**src/rtl/mem_uart_streamer.sv**
```systemverilog
// Streams a run of 16-bit words from the result RAM to the UART transmitter,
// two bytes per word (low byte first), one tx_en/tx_done handshake per byte.
module mem_uart_streamer #(
  parameter int ADDR_W = 8,
  parameter int DATA_W = 16
) (
  input  logic              clk,
  input  logic              rst,
  input  logic              start,
  input  logic [ADDR_W-1:0] base_addr,
  input  logic [ADDR_W:0]   len,
  output logic              rd_en,
  output logic [ADDR_W-1:0] rd_addr,
  input  logic [DATA_W-1:0] rd_data,
  output logic [7:0]        tx_data,
  output logic              tx_en,
  input  logic              tx_done,
  output logic              busy,
  output logic              done,
  output logic [ADDR_W+1:0] bytes_sent
);

  typedef enum logic [2:0] {
    IDLE, RD, CAPT, TX_LO, WAIT_LO, TX_HI, WAIT_HI, FIN
  } state_t;

  localparam logic [ADDR_W:0]   IDX_ONE = {{ADDR_W{1'b0}}, 1'b1};
  localparam logic [ADDR_W+1:0] CNT_ONE = {{(ADDR_W+1){1'b0}}, 1'b1};

  state_t            state;
  logic [ADDR_W-1:0] base_q;
  logic [ADDR_W:0]   len_q;
  logic [ADDR_W:0]   word_idx;
  logic [ADDR_W:0]   idx_nxt;
  logic [7:0]        hi_byte;

  assign idx_nxt = word_idx + IDX_ONE;

  // rd_en/tx_en are set on the edge that enters RD/TX_* so they line up with
  // the state; done/busy are updated from FIN and so appear one cycle later.
  always_ff @(posedge clk) begin
    if (rst) begin
      state      <= IDLE;
      base_q     <= '0;
      len_q      <= '0;
      word_idx   <= '0;
      hi_byte    <= '0;
      rd_en      <= 1'b0;
      rd_addr    <= '0;
      tx_data    <= '0;
      tx_en      <= 1'b0;
      busy       <= 1'b0;
      done       <= 1'b0;
      bytes_sent <= '0;
    end else begin
      rd_en <= 1'b0;
      tx_en <= 1'b0;
      done  <= 1'b0;
      case (state)
        IDLE: begin
          if (start) begin
            base_q     <= base_addr;
            len_q      <= len;
            word_idx   <= '0;
            bytes_sent <= '0;
            busy       <= 1'b1;
            if (len != '0) begin
              state   <= RD;
              rd_en   <= 1'b1;
              rd_addr <= base_addr;
            end else begin
              state <= FIN;
            end
          end
        end
        RD: state <= CAPT;
        CAPT: begin
          hi_byte <= rd_data[15:8];
          tx_data <= rd_data[7:0];
          tx_en   <= 1'b1;
          state   <= TX_LO;
        end
        TX_LO: state <= WAIT_LO;
        WAIT_LO: begin
          if (tx_done) begin
            bytes_sent <= bytes_sent + CNT_ONE;
            tx_data    <= hi_byte;
            tx_en      <= 1'b1;
            state      <= TX_HI;
          end
        end
        TX_HI: state <= WAIT_HI;
        WAIT_HI: begin
          if (tx_done) begin
            bytes_sent <= bytes_sent + CNT_ONE;
            word_idx   <= idx_nxt;
            if (idx_nxt == len_q) begin
              state <= FIN;
            end else begin
              state   <= RD;
              rd_en   <= 1'b1;
              rd_addr <= base_q + idx_nxt[ADDR_W-1:0];
            end
          end
        end
        FIN: begin
          done  <= 1'b1;
          busy  <= 1'b0;
          state <= IDLE;
        end
        default: state <= IDLE;
      endcase
    end
  end

endmodule

```
**config.mk**
```make
export PLATFORM = sky130hd
export DESIGN_NAME = mem_uart_streamer
export DESIGN_NICKNAME = d
export VERILOG_FILES = /design/src/rtl/mem_uart_streamer.sv
export SDC_FILE = /design/constraint.sdc
export NUM_CORES = 1
export LEC_CHECK = 0
export BUFFER_PORTS_ARGS = -buffer_cell sky130_fd_sc_hd__buf_2
export CORE_UTILIZATION = 35
export DETAILED_ROUTE_END_ITERATION = 10
export SKIP_CTS_REPAIR_TIMING = 1
export SYNTH_ARGS = -nofsm -noshare
export SYNTH_HDL_FRONTEND = slang
export SYNTH_SLANG_ARGS = --single-unit
```
**constraint.sdc**
```tcl
create_clock -name clk -period 3.48 [get_ports clk]
set_clock_uncertainty 0.05 [all_clocks]
set_input_delay 0.87 -clock clk [delete_from_list [all_inputs] [get_ports clk]]
set_output_delay 0.87 -clock clk [all_outputs]
set_load 0.03 [all_outputs]
```
---- Yosys cells after proc, flatten, opt, wreduce, memory -nomap -nowiden ----
Index checks and enable logic that the tools add are counted.
storage, ports and cells
  register bits after elaboration ......... 67
  logic and storage cells ................. 72
  bits of input ports ..................... 37
  output and inout bits ................... 30
cells by class
  reductions and logical operators ........ 14
  muxes and demuxes ....................... 29
  eq/ne operators ......................... 14
  add/subtract/negate cells ............... 3
operators with widths
  kind                   count
  $mux 8                 5
  $pmux 8 s2             2
  $pmux 3 s8             1
  $mux 10                2
  $pmux 10 s2            1
  $mux 9                 2
  $pmux 9 s2             1
  $mux 3                 5
  $eq 3x3->1 const B     4
  $add 10x1->10 const B  1
  $ne 2x2->1 const B     5
  $add 9x1->9 const B    1
  $eq 9x9->1             1
  $reduce_and 3->1       3
  $reduce_bool 9->1      1
  $add 8x8->8            1
  $reduce_bool 2->1      4
  $mux 1                 7
  $eq 3x2->1 const B     2
  $pmux 1 s2             3
  $reduce_and 2->1       3
  $reduce_and 5->1       1
  $eq 3x1->1 const B     1
  $logic_not 3->1        1
  2 further kinds        2

---- Logic depth before layout (Yosys ltp) ----
  depth after elaboration ................. 5
  depth in mapped cells ................... 11
  depth with buffers taken out ............ 10

---- Least setup slack after synthesis ----
No wires, ideal clock.
  kind .................................... register to register
  start point ............................. register word_idx[0]
  end point ............................... register rd_addr[6]
  library setup time ...................... 0.057 ns
  arrival ................................. 2.341 ns
  data required time ...................... 3.373 ns
  cell stages (with the launch flop) ...... 10
  setup slack ............................. 1.032 ns
  path buffers ............................ 0
  clock period less this slack ............ 2.448 ns
  path through ............................ dfxtp_1 -> ha_1 -> xor2_1 -> ha_1 -> a21o_1 -> a21o_1 -> a21oi_1 -> or4b_2 -> a31oi_1 -> mux2_4
between the ends
  word-level cells in the longest chain between the ends .. 5
  elaborated cells on any way between the ends .. 8
  classes of those cells .................. add/sub: 2; eq/ne: 2; mux: 3; reduce/logical: 1
RTL lines
  element                 line  text
  start, declared         33    logic [ADDR_W:0] word_idx;
  start signal, assigned  96    word_idx <= idx_nxt;
  $add 9x1->9 (*)         37    assign idx_nxt = word_idx + IDX_ONE;
  $add 8x8->8             102   rd_addr <= base_q + idx_nxt[ADDR_W-1:0];
  $mux 8                  97    if (idx_nxt == len_q) begin
  $mux 8                  94    if (tx_done) begin
  $pmux 8 s2              59    case (state)
  end signal, assigned    70    rd_addr <= base_addr;
  end signal, assigned    102
  end, declared           13    output logic [ADDR_W-1:0] rd_addr,
Mark *: on every way between the ends. The rest lies on a longest branch, timed or not. The select of a mux whose other input is x is not followed.
A chain may end at the register's enable or synchronous reset.

---- Worst setup path in the final report ----
Same ends and word-level chain as after synthesis.

==> Flow_metrics.wiki <==
{| class="wikitable"
! Metric !! Value
|-
| Status || finished, final reports clean
|-
| HPWL after DPL || 6.725 mm
|-
| Die outline area || ~0.011 mm²
|-
| Element type at the critical path start || flop
|-
| Largest fanout on the critical path || 8
|-
| Total of buffers placed on input and output ports || 66
|-
| Via count || approximately 3.2k
|-
| Root buffer cell || sky130_fd_sc_hd__clkbuf_8
|-
| Transition time at the pin with the least slew margin || around 650 ps
|-
| Global routing usage summed across all routing layers || 17.33%
|-
| Net count of the finished layout || roughly 550
|-
| Final setup fails || 0
|-
| Vias per cell || a little over 5
|-
| Die W || between 100 and 150 µm
|-
| Total number of yosys warnings || 0
|-
| Area of the multi-input gates || 0.002165 mm²
|-
| Number of instances in the synthesized netlist || approximately 440
|-
| Residual antenna-violating net count after detailed routing || 0
|-
| Max-cap violations || 0
|-
| Worst setup EP type || flop
|-
| Final critical delay including setup and external delays || ~2800 ps
|-
| Fraction of registers with async set/reset || 0%
|-
| Net count of the mapped netlist || approximately 490
|-
| Number of distinct library cell variants in the gate-level netlist after synthesis || 64
|-
| Clock tree from TritonCTS || done
|-
| Number of max-slew violations in the final report || 0
|-
| Seq/Total Area, Yosys || 36.81%
|-
| Timing-limited maximum frequency || between 300 and 400 MHz
|-
| Routability congestion estimate from global placement || 0.9075
|-
| EDFF count, synth || 0
|-
| Avg Cell Area, Syn || around 8.3 µm²
|-
| Largest cells by area after synthesis || sky130_fd_sc_hd__dfxtp_1 37%, sky130_fd_sc_hd__nand2_1 8.1%, sky130_fd_sc_hd__a21oi_1 7.4%
|-
| Worst vdd ir || around 0.33 mV
|-
| Clock latency of the later-clocked register in the worst-skew pair || between 300 and 400 ps
|-
| Number of rows created at floorplan || 36
|-
| Commonest non-fill, non-tap cells in the layout || 79 x sky130_fd_sc_hd__nand2_1, 67 x sky130_fd_sc_hd__dfxtp_1, 66 x sky130_fd_sc_hd__buf_2
|-
| Clock buffers created by TritonCTS || 9
|-
| Initial DRC count || 189
|-
| Worst min-delay path class || reg -> reg
|-
| Number of iterations in the first detailed-routing pass || 4
|-
| CP arrival || between 3000 and 4000 ps
|-
| Antenna violations before repair || 0
|-
| Fraction of layout instances using a drive strength above 1 || between 20 and 25%
|-
| Diodes inserted || 0
|-
| Setup CP Type || reg -> reg
|-
| Overall overflow remaining after global route || 0
|-
| Clock transition at path regs || ~80 ps
|-
| RSZ-0062 raised after global routing || false
|-
| # IOs || between 60 and 70
|-
| First-pass GRT wire length || about 15 mm
|-
| Setup tns final || 0 ps
|-
| Vertical extent of the die || roughly 100 µm
|-
| Most used flip-flop cell after synthesis || sky130_fd_sc_hd__dfxtp_1
|-
| Worst rel slew slack || between 50% and 60%
|-
| Core Area || around 0.0099 mm²
|-
| Average routed wire per standard cell || between 10 and 15 µm
|-
| Post-Route WL || 9.160 mm
|-
| DRC violation count after routing || 0
|-
| FF+latch count, synth || 67
|-
| Leak Pwr || 1.846 nW
|-
| Leading cell type in the layout, fill and taps excluded || sky130_fd_sc_hd__nand2_1
|-
| Final cell utilization of the core || a little over two fifths
|-
| Pin count of the biggest net entering global routing || 38
|-
| Post-synthesis cell area || approximately 0.0036 mm²
|-
| Final number of hold-violating endpoints || 0
|-
| Data required time at the worst endpoint || ~3700 ps
|-
| Clock sink count || 67
|-
| Number of global-route vias before repair || about 3.0k
|-
| Cell type with the highest aggregate area in the netlist || sky130_fd_sc_hd__dfxtp_1
|-
| Share of Yosys cell area claimed by the top area cell type || about 37%
|-
| Layout Area Growth over Synthesis || 18.48%
|-
| Maximum level of the CTS H-tree || 3
|-
| Worst-case clock buffer depth || 2
|-
| Final period util || approximately 80%
|-
| Power density normalized to cell area || about 600 mW/mm²
|-
| Worst slack on hold paths || between 400 and 500 ps
|-
| Register area || 0.001341 mm²
|-
| Effective utilization at floorplan || between 30% and 40%
|-
| Filler cell count in the final layout || around 1k
|}
metrics by stage:
stage	cell area [µm²]	std cells	worst slack, ps	power, mW
floorplan	3643	441	1032	1.569
global placement	4055	620	780.6	1.738
detailed placement	4055	620	715.8	1.749
CTS	4317	635	689.6	2.617
global route	4317	635	535.5	2.745
finish	4317	635	630.8	2.605
state kept, by name, summed over array words and instances (netlist names), 3 cells and up:
name / cells
rd_addr: 8
word_idx: 9
hi_byte: 8
len_q: 9
base_q: 8
state: 3
bytes_sent: 10
tx_data: 8
path summary, 6_finish.rpt:
kind / from / to / depth (start not counted) / slack [ps]
max: word_idx[0] / rd_addr[6] / 9 / 630
min: hi_byte[5] / hi_byte[5] / 2 / 410
max reg2reg: word_idx[0] / rd_addr[6] / 9 / 630
min reg2reg: hi_byte[5] / hi_byte[5] / 2 / 410
metal layers:
metal	share of wire (%)	track usage [%]	up-vias
met2	48	28.33	63
met3	3.0	2.506	12
met5	0	0	-
li1	-	-	1648
met1	47	22.61	1496
met4	1.9	7.755	0
cell type report:
cell class	instances	share of cell area, %
Timing Repair Buffer	71	8.522
Inverter	4	0.3478
Clock inverter	6	3.188
Tap cell	133	3.855
Multi-Input combinational cell	345	50.15
Sequential cell	67	31.07
Clock buffer	9	2.870
cell families after synthesis:
| group | count (synthesis) | share of synthesized area [%] |
|---|---|---|
| adder cells (fa/ha/maj) | 10 | 3.640 |
| flip-flops | 67 | 36.81 |
| AND/OR/NAND/NOR | 198 | 27.68 |
| AO/OA/AOI/OAI | 96 | 15.59 |
| XOR/XNOR | 25 | 7.280 |
| multiplexers | 16 | 5.220 |
| buffers and inverters | 29 | 3.777 |
synthesized netlist by cell type, types with 8 or more instances:
library cell,n
sky130_fd_sc_hd__nand2_1,79
sky130_fd_sc_hd__dfxtp_1,67
sky130_fd_sc_hd__a21oi_1,54
sky130_fd_sc_hd__nor2_1,48
sky130_fd_sc_hd__clkbuf_1,13
sky130_fd_sc_hd__xor2_1,12
sky130_fd_sc_hd__o21ai_0,11
sky130_fd_sc_hd__mux2i_1,10
sky130_fd_sc_hd__xnor2_1,10
sky130_fd_sc_hd__ha_1,9
sky130_fd_sc_hd__nor2b_1,9
sky130_fd_sc_hd__buf_2,8
critical path: stages, from the launching register on:
cell and delay (ps):
sky130_fd_sc_hd__dfxtp_1 470, sky130_fd_sc_hd__ha_1 370, sky130_fd_sc_hd__xor2_1 170, sky130_fd_sc_hd__ha_1 370, sky130_fd_sc_hd__a21o_1 130, sky130_fd_sc_hd__a21o_1 140, sky130_fd_sc_hd__a21oi_1 90, sky130_fd_sc_hd__or4b_2 610
sky130_fd_sc_hd__a31oi_1 210, sky130_fd_sc_hd__mux2_4 190
power breakdown:
part | switching [mW] | internal [mW] | total, mW
Combinational | 0.458 | 0.293 | 0.751
Sequential | 0.111 | 0.871 | 0.982
Clock | 0.324 | 0.548 | 0.873
Note: power is estimated with default switching activity, not from simulation.
